<file path="src/rtl/pipe_stage_reg.sv">
// Pipeline stage register: carries instruction word, PC and an operand/control
// payload one stage forward with stall (hold), flush (bubble insertion) and
// NOP normalisation, plus saturating bubble and stall statistics counters.
module pipe_stage_reg #(
    parameter int          PAYLOAD_W        = 128,
    parameter logic [31:0] PC_RESET         = 32'h0000_3000,
    parameter bit          KEEP_PC_ON_FLUSH = 1'b1,
    parameter int          CNT_W            = 16
) (
    input  logic                 clk,
    input  logic                 reset,
    input  logic                 en,
    input  logic                 flush,
    input  logic                 in_valid,
    input  logic [31:0]          ir_in,
    input  logic [31:0]          pc_in,
    input  logic [PAYLOAD_W-1:0] payload_in,
    output logic                 out_valid,
    output logic [31:0]          ir_out,
    output logic [31:0]          pc_out,
    output logic [PAYLOAD_W-1:0] payload_out,
    output logic [CNT_W-1:0]     bubble_cnt,
    output logic [CNT_W-1:0]     stall_cnt
);

    localparam logic [CNT_W-1:0] CNT_MAX = {CNT_W{1'b1}};
    localparam logic [CNT_W-1:0] CNT_ONE = {{(CNT_W-1){1'b0}}, 1'b1};

    // Statistics counters stop at all-ones instead of wrapping to zero.
    function automatic logic [CNT_W-1:0] sat_inc(input logic [CNT_W-1:0] cnt);
        if (cnt == CNT_MAX) begin
            return cnt;
        end
        return cnt + CNT_ONE;
    endfunction

    // PC loaded when a bubble is inserted: either follow the incoming PC so
    // the bubble still carries a meaningful address, or park at PC_RESET.
    function automatic logic [31:0] flush_pc(input logic [31:0] pc);
        return KEEP_PC_ON_FLUSH ? pc : PC_RESET;
    endfunction

    // Stage registers; declaration values make power-up match reset.
    logic                 vld_p1       = 1'b0;
    logic [31:0]          ir_p1        = '0;
    logic [31:0]          pc_p1        = PC_RESET;
    logic [PAYLOAD_W-1:0] payload_p1   = '0;
    logic [CNT_W-1:0]     bubble_cnt_q = '0;
    logic [CNT_W-1:0]     stall_cnt_q  = '0;

    // Stage register update: reset > flush > hold > load.
    always_ff @(posedge clk) begin
        if (reset) begin
            vld_p1     <= 1'b0;
            ir_p1      <= '0;
            pc_p1      <= PC_RESET;
            payload_p1 <= '0;
        end else if (flush) begin
            // A flush wins over a stall so the bubble is always inserted.
            vld_p1     <= 1'b0;
            ir_p1      <= '0;
            pc_p1      <= flush_pc(pc_in);
            payload_p1 <= '0;
        end else if (en) begin
            // Invalid slots are normalised to an all-zero NOP, PC still tracks.
            vld_p1     <= in_valid;
            ir_p1      <= in_valid ? ir_in : '0;
            pc_p1      <= pc_in;
            payload_p1 <= in_valid ? payload_in : '0;
        end
    end

    // Bubble/stall statistics, independent of in_valid.
    always_ff @(posedge clk) begin
        if (reset) begin
            bubble_cnt_q <= '0;
            stall_cnt_q  <= '0;
        end else if (flush) begin
            bubble_cnt_q <= sat_inc(bubble_cnt_q);
        end else if (!en) begin
            stall_cnt_q  <= sat_inc(stall_cnt_q);
        end
    end

    // ---- stage p1 boundary: every output comes straight from a register ----
    assign out_valid   = vld_p1;
    assign ir_out      = ir_p1;
    assign pc_out      = pc_p1;
    assign payload_out = payload_p1;
    assign bubble_cnt  = bubble_cnt_q;
    assign stall_cnt   = stall_cnt_q;

endmodule

</file>
<file path="config.mk">
export PLATFORM = sky130hd
export DESIGN_NAME = pipe_stage_reg
export DESIGN_NICKNAME = d
export VERILOG_FILES = /design/src/rtl/pipe_stage_reg.sv
export SDC_FILE = /design/constraint.sdc
export NUM_CORES = 1
export LEC_CHECK = 0
export CORE_AREA = 2 2 163 165
export CTS_CLUSTER_DIAMETER = 80
export CTS_CLUSTER_SIZE = 40
export DETAILED_ROUTE_END_ITERATION = 10
export DIE_AREA = 0 0 165 167
export HOLD_SLACK_MARGIN = 0.02
export PLACE_DENSITY = 0.66
export SYNTH_ARGS = -nofsm -noshare
export SYNTH_HDL_FRONTEND = slang
export SYNTH_SLANG_ARGS = --single-unit
export TNS_END_PERCENT = 100
</file>
<file path="constraint.sdc">
create_clock -name clk -period 2.71 [get_ports clk]
set_input_delay 0.4065 -clock clk [delete_from_list [all_inputs] [get_ports clk]]
set_output_delay 0.4065 -clock clk [all_outputs]
set_load 0.005 [all_outputs]
</file>
==> results of run 1 <==
[layout by cell type (no fill, tap or decap), types with 3 or more instances in the layout]
cell type and n:
sky130_fd_sc_hd__clkdlybuf4s50_1 420, sky130_fd_sc_hd__dfxtp_1 225, sky130_fd_sc_hd__nor2_1 176, sky130_fd_sc_hd__a22oi_1 160
sky130_fd_sc_hd__nand2_1 76, sky130_fd_sc_hd__a21oi_1 50, sky130_fd_sc_hd__clkbuf_16 13, sky130_fd_sc_hd__buf_4 11
sky130_fd_sc_hd__nand3_1 10, sky130_fd_sc_hd__o21ai_0 9, sky130_fd_sc_hd__or3_1 9, sky130_fd_sc_hd__nand4_1 8
sky130_fd_sc_hd__nor3_1 7, sky130_fd_sc_hd__buf_12 6, sky130_fd_sc_hd__and4_1 5, sky130_fd_sc_hd__nor2b_1 5
sky130_fd_sc_hd__inv_1 5, sky130_fd_sc_hd__or4_1 5, sky130_fd_sc_hd__o31ai_1 5, sky130_fd_sc_hd__and2_1 4
sky130_fd_sc_hd__clkinv_4 4, sky130_fd_sc_hd__nand2b_1 3, sky130_fd_sc_hd__nor4_1 3, sky130_fd_sc_hd__mux2i_1 3
sky130_fd_sc_hd__mux2_2 3, sky130_fd_sc_hd__a31oi_1 3
[sequential cells by signal, summed over array words and instances (netlist names)]
| register | flops |
|---|---|
| bubble_cnt | 16 |
| ir_out | 32 |
| out_valid | 1 |
| payload_out | 128 |
| pc_out | 32 |
| stall_cnt | 16 |
[final cells by class]
class | count | area, µm² | area share
flip-flops and latches | 225 | 4500 | 0.347
repair buffers | 438 | 4410 | 0.340
multi-input cells | 574 | 3210 | 0.248
well taps | 335 | 419 | 0.0323
clock buffers | 13 | 325 | 0.0251
clock inverters | 7 | 66.3 | 0.00511
inverters | 6 | 25.0 | 0.00193
[per-layer routing]
metal	track usage	routed length, µm	up-vias
met5	0	0	-
met4	0.0529	679	0
met3	0.0715	2820	41
met2	0.315	12900	301
met1	0.219	11000	3617
li1	-	-	3863
[critical path, cell delays in order (launching register included)]
cell and delay, ns:
sky130_fd_sc_hd__dfxtp_1 0.47, sky130_fd_sc_hd__nand4_2 0.29, sky130_fd_sc_hd__or4_4 0.63, sky130_fd_sc_hd__a211oi_2 0.22, sky130_fd_sc_hd__mux2_1 0.33
[metrics by stage]
step,utilization,std cells,hold WS [ns],worst slack (ns)
after detailed placement,0.488,1578,0.443,0.366
after global placement,0.488,1578,0.437,0.376
after CTS,0.503,1598,0.422,0.651
after global routing,0.503,1598,0.432,0.546
final,0.503,1598,0.425,0.668
after floorplan,-,876,0.448,0.838
[report_power, final]
| part | switching [µW] | internal, µW |
|---|---|---|
| sequential | 46.0 | 3390 |
| combinational | 314 | 490 |
| clock | 1210 | 924 |
| total | 1570 | 4800 |
[worst max path at each step]
stage / to / slack [ns] / depth (start not counted) / start
floorplan: bubble_cnt[13] / 0.84 / 5 / bubble_cnt[2]
CTS: bubble_cnt[13] / 0.65 / 4 / bubble_cnt[2]
global placement: bubble_cnt[13] / 0.38 / 5 / flush
global route: bubble_cnt[13] / 0.55 / 4 / bubble_cnt[2]
finish: bubble_cnt[13] / 0.67 / 4 / bubble_cnt[2]
detailed placement: bubble_cnt[13] / 0.37 / 5 / flush
[cell families after synthesis]
kind of cell | share of synthesized area
flops | 0.562
fa+ha+maj | 0.00312
buf+inv | 0.0373
xor+xnor | 0.00437
compound gates | 0.207
mux | 0.0108
simple gates | 0.175
==> results summary, run 1 <==
The effective utilization at floorplan came out at 0.311. 422 I/O pins were placed. Synthesis produced a netlist whose cell count is 876. The level count of the clock H-tree came out at 1. The wire length of the first global-routing pass is 41200 µm. The end point of the worst hold path is payload_out[47]. Yosys attributes the largest share of cell area to sky130_fd_sc_hd__dfxtp_1 (56%), sky130_fd_sc_hd__a22oi_1 (15%), sky130_fd_sc_hd__nor2_1 (8.2%). The number of nets with antenna violations after routing came out at 0. The synthesized netlist occupies a cell area of 8010 µm². The final weighted congestion in routability-driven placement is 0.778. TritonCTS built the clock tree. The number of global-route vias before repair came out at 7442. The number of different library cells in the post-synthesis netlist is 48.

The number of cells on the worst hold path is 3. The number of synthesized flops with an enable pin is 0. The die area came out at 27600 µm².

The share of the yosys chip area belonging to registers is 0.562. Setup total negative slack on the finished layout was measured at 0 ns. The die width is 165 µm. Buffers placed on the I/O ports in this run total 421. The total clock buffers created by CTS is 13. The net count after synthesis came out at 1075. The longest clock path from root to sink contains 3 buffers. In the final layout, the share of cells above drive strength 1 is 0.0412.

The overall global routing resource usage came out at 0.187. Based on the critical path, the design can be clocked at up to 490 MHz. The data arrival at the endpoint of the critical path came out at 2.42 ns. The register bit count reported by yosys came out at 225. The top cell type's share of synthesized area came out at 0.562. The mean instance size in the synthesized netlist came out at 9.15 µm².

Across the routed clock network, the largest skew measured is 0.00693 ns. The nature of the critical path startpoint is a flip-flop. The number of sinks on the clock net came out at 225.

The category of the critical setup timing path is flip-flop to flip-flop. The area after detailed placement is 12600 µm². Data on the critical path is required at its endpoint by 3.09 ns. The estimated wirelength of the detail-placed design is 19500 µm. The routed via count divided by cell count is 4.89. The routed wire length is 27400 µm. The iteration count of the initial detailed-routing pass is 4. After global routing the overflow that remains totals 0. The floorplan step set the die height to 167 µm. The layout has 2422 filler cells. The clock-pin slew on the worst setup and hold paths is 0.10 ns. In the final routed layout, each cell accounts on average for 17.2 µm. The hold violation count in the final report is 0. The initial antenna violation count is 1. The most frequent cell after synthesis is sky130_fd_sc_hd__dfxtp_1. The final routed DRC violation total is 0. The critical path capture point type is a flip-flop.

The final non-filler cell area came out at 13000 µm². Once the clock tree was built, the setup fixing pass inserted 0 buffers. The post-cts repair resize count is 0. For this block, the initial DRC count from the detailed router was 472.

The standard cell core area came out at 25800 µm². The min-delay analysis places its worst path in the category input port to flip-flop. The layout overhead on the synthesized area is 61.8%. The startpoint identified for the worst hold timing path is reset. The power density relative to cell area is 491 nW/µm². The worst-case IR drop observed on VDD is 453 µV.

Setup violations remaining at the end of the flow were counted as 0. The clock root buffer master is sky130_fd_sc_hd__clkbuf_16. The endpoint of the worst-slack reg-to-reg timing path is bubble_cnt[13]. The max-cap violation count is 0. The layout net count came out at 1457. The repair_antennas step left the layout with diodes totalling 0. The number of cells traversed by the worst register-to-register path came out at 4.

The biggest area contributor in the post-synthesis netlist is sky130_fd_sc_hd__dfxtp_1. After layout, the design draws a total of 6370 µW. The maximum number of pins on one net before global-route repair is 88.

By count the netlist is led by sky130_fd_sc_hd__dfxtp_1 (225), sky130_fd_sc_hd__nor2_1 (176), sky130_fd_sc_hd__a22oi_1 (160), sky130_fd_sc_hd__nand2_1 (76), sky130_fd_sc_hd__clkbuf_1 (67). The most used flip-flop cell after synthesis is sky130_fd_sc_hd__dfxtp_1. The part of the cycle the worst path needs came out at 0.754. After clock tree synthesis, the flow added hold-fix buffers numbering 0. The run finished with clean final reports. Yosys printed 0 warnings. The startpoint of the lowest-slack register-to-register path is bubble_cnt[2]. Setup repair after global routing left no endpoint under its margin. The shortest clock period the worst path allows after layout came out at 2.04 ns. The largest fanout on the critical path is 11.

For flop-to-flop paths, the worst setup slack is 0.67 ns. For the pin with the worst max-slew slack, the measured transition is 0.736 ns. The total number of vias came out at 7822. The row count came out at 59. Clock latency on the worst-skew pair, taken at its later pin, is 0.48 ns. The number of max-slew violations in the final report is 0. The share of synthesized flip-flops with an asynchronous set or reset came out at 0. The leakage power figure came out at 0.00453 µW. The relative slew slack came out at 0.505.
Note: power is estimated with default switching activity, not from simulation.
==> run 2: changes to the inputs <==
--- a/config.mk
+++ b/config.mk
@@ -5,13 +5,12 @@
 export SDC_FILE = /design/constraint.sdc
 export NUM_CORES = 1
 export LEC_CHECK = 0
-export CORE_AREA = 2 2 163 165
+export CORE_AREA = 2 2 165 167
 export CTS_CLUSTER_DIAMETER = 80
 export CTS_CLUSTER_SIZE = 40
 export DETAILED_ROUTE_END_ITERATION = 10
-export DIE_AREA = 0 0 165 167
+export DIE_AREA = 0 0 167 169
 export HOLD_SLACK_MARGIN = 0.02
-export PLACE_DENSITY = 0.66
 export SYNTH_ARGS = -nofsm -noshare
 export SYNTH_HDL_FRONTEND = slang
 export SYNTH_SLANG_ARGS = --single-unit
==> constraint.sdc (replaced) <==
create_clock -name clk -period 2.1 [get_ports clk]
set_input_delay 0.315 -clock clk [delete_from_list [all_inputs] [get_ports clk]]
set_output_delay 0.315 -clock clk [all_outputs]
set_load 0.005 [all_outputs]
==> results summary, run 2 (same netlist as run 1, synthesis figures left out) <==
The sequential cell area came out at 4500 µm² (unchanged). The clock root buffer master is sky130_fd_sc_hd__clkbuf_16. The number of diodes added for antenna fixing is 0 (unchanged). The critical path in this run is classified as flip-flop to flip-flop. The most critical setup path has its startpoint at bubble_cnt[11]. The area after detailed placement is 12900 µm² (+2.2%).

The maximum number of pins on one net before global-route repair came out at 65 (-26%). In the layout the commonest cells are sky130_fd_sc_hd__clkdlybuf4s50_1 (420), sky130_fd_sc_hd__dfxtp_1 (225), sky130_fd_sc_hd__nor2_1 (176). The effective utilization at floorplan came out at 0.302 (-0.00865). The routed wirelength normalized by instance count is 17.6 µm (+2.3%). The switching share of power came to 0.242 (-0.00407).

The maximum count of clock buffers along a single path came to 3 (unchanged). The post-cts repair resize count came out at 0 (unchanged). The number of cells traversed by the worst register-to-register path is 4 (unchanged). The clock insertion delay at the later pin of the skew report came out at 0.50 ns (+0.02 ns). The power share of the sequential group is 0.529 (-0.010).

The maximum frequency from static timing analysis is 524 MHz (+7.0%). The final weighted congestion in routability-driven placement is 0.789 (+1.4%). The slew at the pin with the worst max-slew slack was 0.687 ns (-0.0485 ns). The floorplan die height came out at 169 µm (+1.2%). The combinational share of power is 0.129 (+0.003). The number of placed instances, taps included came to 1612 (+2.2%). The overall global routing resource usage was 0.192 (+0.00491).

The net switching power came out at 2020 µW (+29%). The level count of the clock H-tree is 1 (unchanged). The clock-pin slew on the worst setup and hold paths came to 0.10 ns (about the same). The row count came to 60 (+1.7%). The final non-filler cell area came out at 13300 µm² (+2.4%). The timing endpoint of the critical path is bubble_cnt[13]. The total area of multi-input combinational cells is 3210 µm² (unchanged).

The number of port buffers is 421 (unchanged). The initial antenna violation count was 0 (-1). The routed wire length is 28700 µm (+4.5%). The part of the cycle the worst path needs is 0.909 (+0.155). The number of hold buffers added after cts was 0 (unchanged). The max-cap violation count came out at 0 (unchanged). The number of max-slew violations in the final report came out at 0 (unchanged). The layout net count is 1485 (+1.9%). The hold violation count in the final report was 0 (unchanged). The total clock buffers created by CTS was 13 (unchanged).

The relative slew slack came to 0.536 (+0.0309). The routed via count divided by cell count is 4.85 (-1.0%). The data required time at the worst endpoint is 2.47 ns (-0.62 ns).

The sum of internal, switching and leakage power is 8370 µW (+31%). The layout overhead on the synthesized area came out at 65.6%. The iteration count of the initial detailed-routing pass came out at 5 (+1). The estimated wirelength of the detail-placed design is 21100 µm (+7.9%). Traced cell by cell, the critical path runs through nand4_1, or4_4, a211oi_2, mux2_1. The number of non-filler instances in the completed layout was 1632 (+2.1%). The flip-flop count of the largest register, all copies and words added is 128 (unchanged). The clock share of power came out at 0.342 (+0.007). The data arrival at the endpoint of the critical path was 2.28 ns (-0.14 ns). The startpoint of the lowest-slack register-to-register path is bubble_cnt[11].

The setup violation total in the final timing report was 0 (unchanged). TritonCTS built the clock tree. The flow ran to the end, and the final reports show no timing, DRC or antenna violations. The leftover overflow at the end of global routing was 0 (unchanged). The peak supply drop came out at 550 µV (+21%). The total number of vias came to 7908 (+1.1%). The shortest clock period the worst path allows after layout came out at 1.91 ns (-0.133 ns).

The endpoint identified for the worst register-to-register timing path is bubble_cnt[13]. The wire length of the first global-routing pass was 43700 µm (+6.0%). The number of primary I/O pins came out at 422 (unchanged). The number of nets with antenna violations after routing came out at 0 (unchanged). The number of sinks on the clock net came out at 225 (unchanged). The die area came to 28200 µm² (+2.4%). The standard cell core area is 26500 µm² (+2.9%). The delay of the slowest critical-path stage is 0.60 ns (-0.03 ns). Setup repair after global routing left no endpoint under its margin. The largest fanout on the critical path is 5 (-6).

The count of routing violations after the opening detailed-route iteration was 426 (-9.7%). The die width is 167 µm (+1.2%). In this run the worst hold path is classified as input port to flip-flop. The worst setup path is launched from a flip-flop. For this design, the slowest cell found on the critical path is sky130_fd_sc_hd__or4_4. The internal power of the cells is 6350 µW (+32%). The number of global-route vias before repair came out at 7715 (+3.7%). The number of post-CTS setup repair buffers came out at 0 (unchanged). The final setup skew is 0.0264 ns (+0.0194 ns). The power density relative to cell area is 631 nW/µm² (+28%). The fraction of final layout cells sized beyond drive strength 1 is 0.0620 (+0.0208). STA classifies the critical path endpoint as a flip-flop. The library cell used most frequently in the layout, excluding fill and tap cells, is sky130_fd_sc_hd__clkdlybuf4s50_1. The final routed DRC violation total came out at 0 (unchanged). The leakage power figure was 0.00471 µW (+4.0%).

The filler cell count in the final layout came out at 2491 (+2.8%). The flop-to-flop setup slack came out at 0.19 ns (-0.48 ns).
==> run 2: changes by cell type in the layout (fill, tap and decap cells not counted), sizes merged <==
cell	delta
bufinv	+1
buf	+28
clkinv	-1
==> run 2: worst max-delay path, delay by kind of cell (launching register included) <==
family / cells / cell delay, ns
compound gates: 1 / 0.22
flops: 1 / 0.39
mux: 1 / 0.33
simple gates: 2 / 0.84
==> run 2: routing by layer <==
metal / share of wire / GRT usage / wire length (µm) / up-vias
met5: 0 / 0 / 0 / -
met4: 0.021 / 0.0412 / 599 / 0
met3: 0.095 / 0.0736 / 2730 / 29
met2: 0.50 / 0.335 / 14200 / 287
met1: 0.39 / 0.223 / 11100 / 3681
li1: - / - / - / 3911
==> run 2: metrics by stage <==
step / TNS, ns / setup WS, ns / hold WS [ns] / utilization
final: 0 / 0.191 / 0.197 / 0.501
after global routing: 0 / 0.0149 / 0.199 / 0.501
after CTS: 0 / 0.176 / 0.182 / 0.501
after detailed placement: -0.326 / -0.0822 / 0.445 / 0.485
after global placement: -0.299 / -0.0789 / 0.438 / 0.485
after floorplan: 0 / 0.228 / 0.439 / -
==> run 2: worst min-delay path by stage <==
stage / from / endpoint / slack (ns) / depth (start not counted)
after floorplan: pc_in[12] / pc_out[12] / 0.44 / 2
after global placement: pc_out[17] / pc_out[17] / 0.44 / 2
after detailed placement: pc_out[2] / pc_out[2] / 0.44 / 2
after CTS: reset / bubble_cnt[8] / 0.18 / 2
after global routing: reset / bubble_cnt[10] / 0.20 / 2
final: reset / bubble_cnt[8] / 0.20 / 2
==> run 2: final cells by class <==
type | count | share of cell area
Clock inverter | 7 | 0.00688
Timing Repair Buffer | 466 | 0.353
Multi-Input combinational cell | 574 | 0.242
Tap cell | 341 | 0.0322
Sequential cell | 225 | 0.339
Clock buffer | 13 | 0.0245
Inverter | 6 | 0.00189
==> run 2: power groups by stage <==
| stage | Sequential (µW) | Clock, µW | Combinational (µW) |
|---|---|---|---|
| floorplan | 4530 | 0 | 336 |
| CTS | 4430 | 2970 | 1090 |
| global placement | 4520 | 0 | 1080 |
| detailed placement | 4530 | 0 | 1090 |
| finish | 4430 | 2860 | 1080 |
| global route | 4440 | 3090 | 1170 |
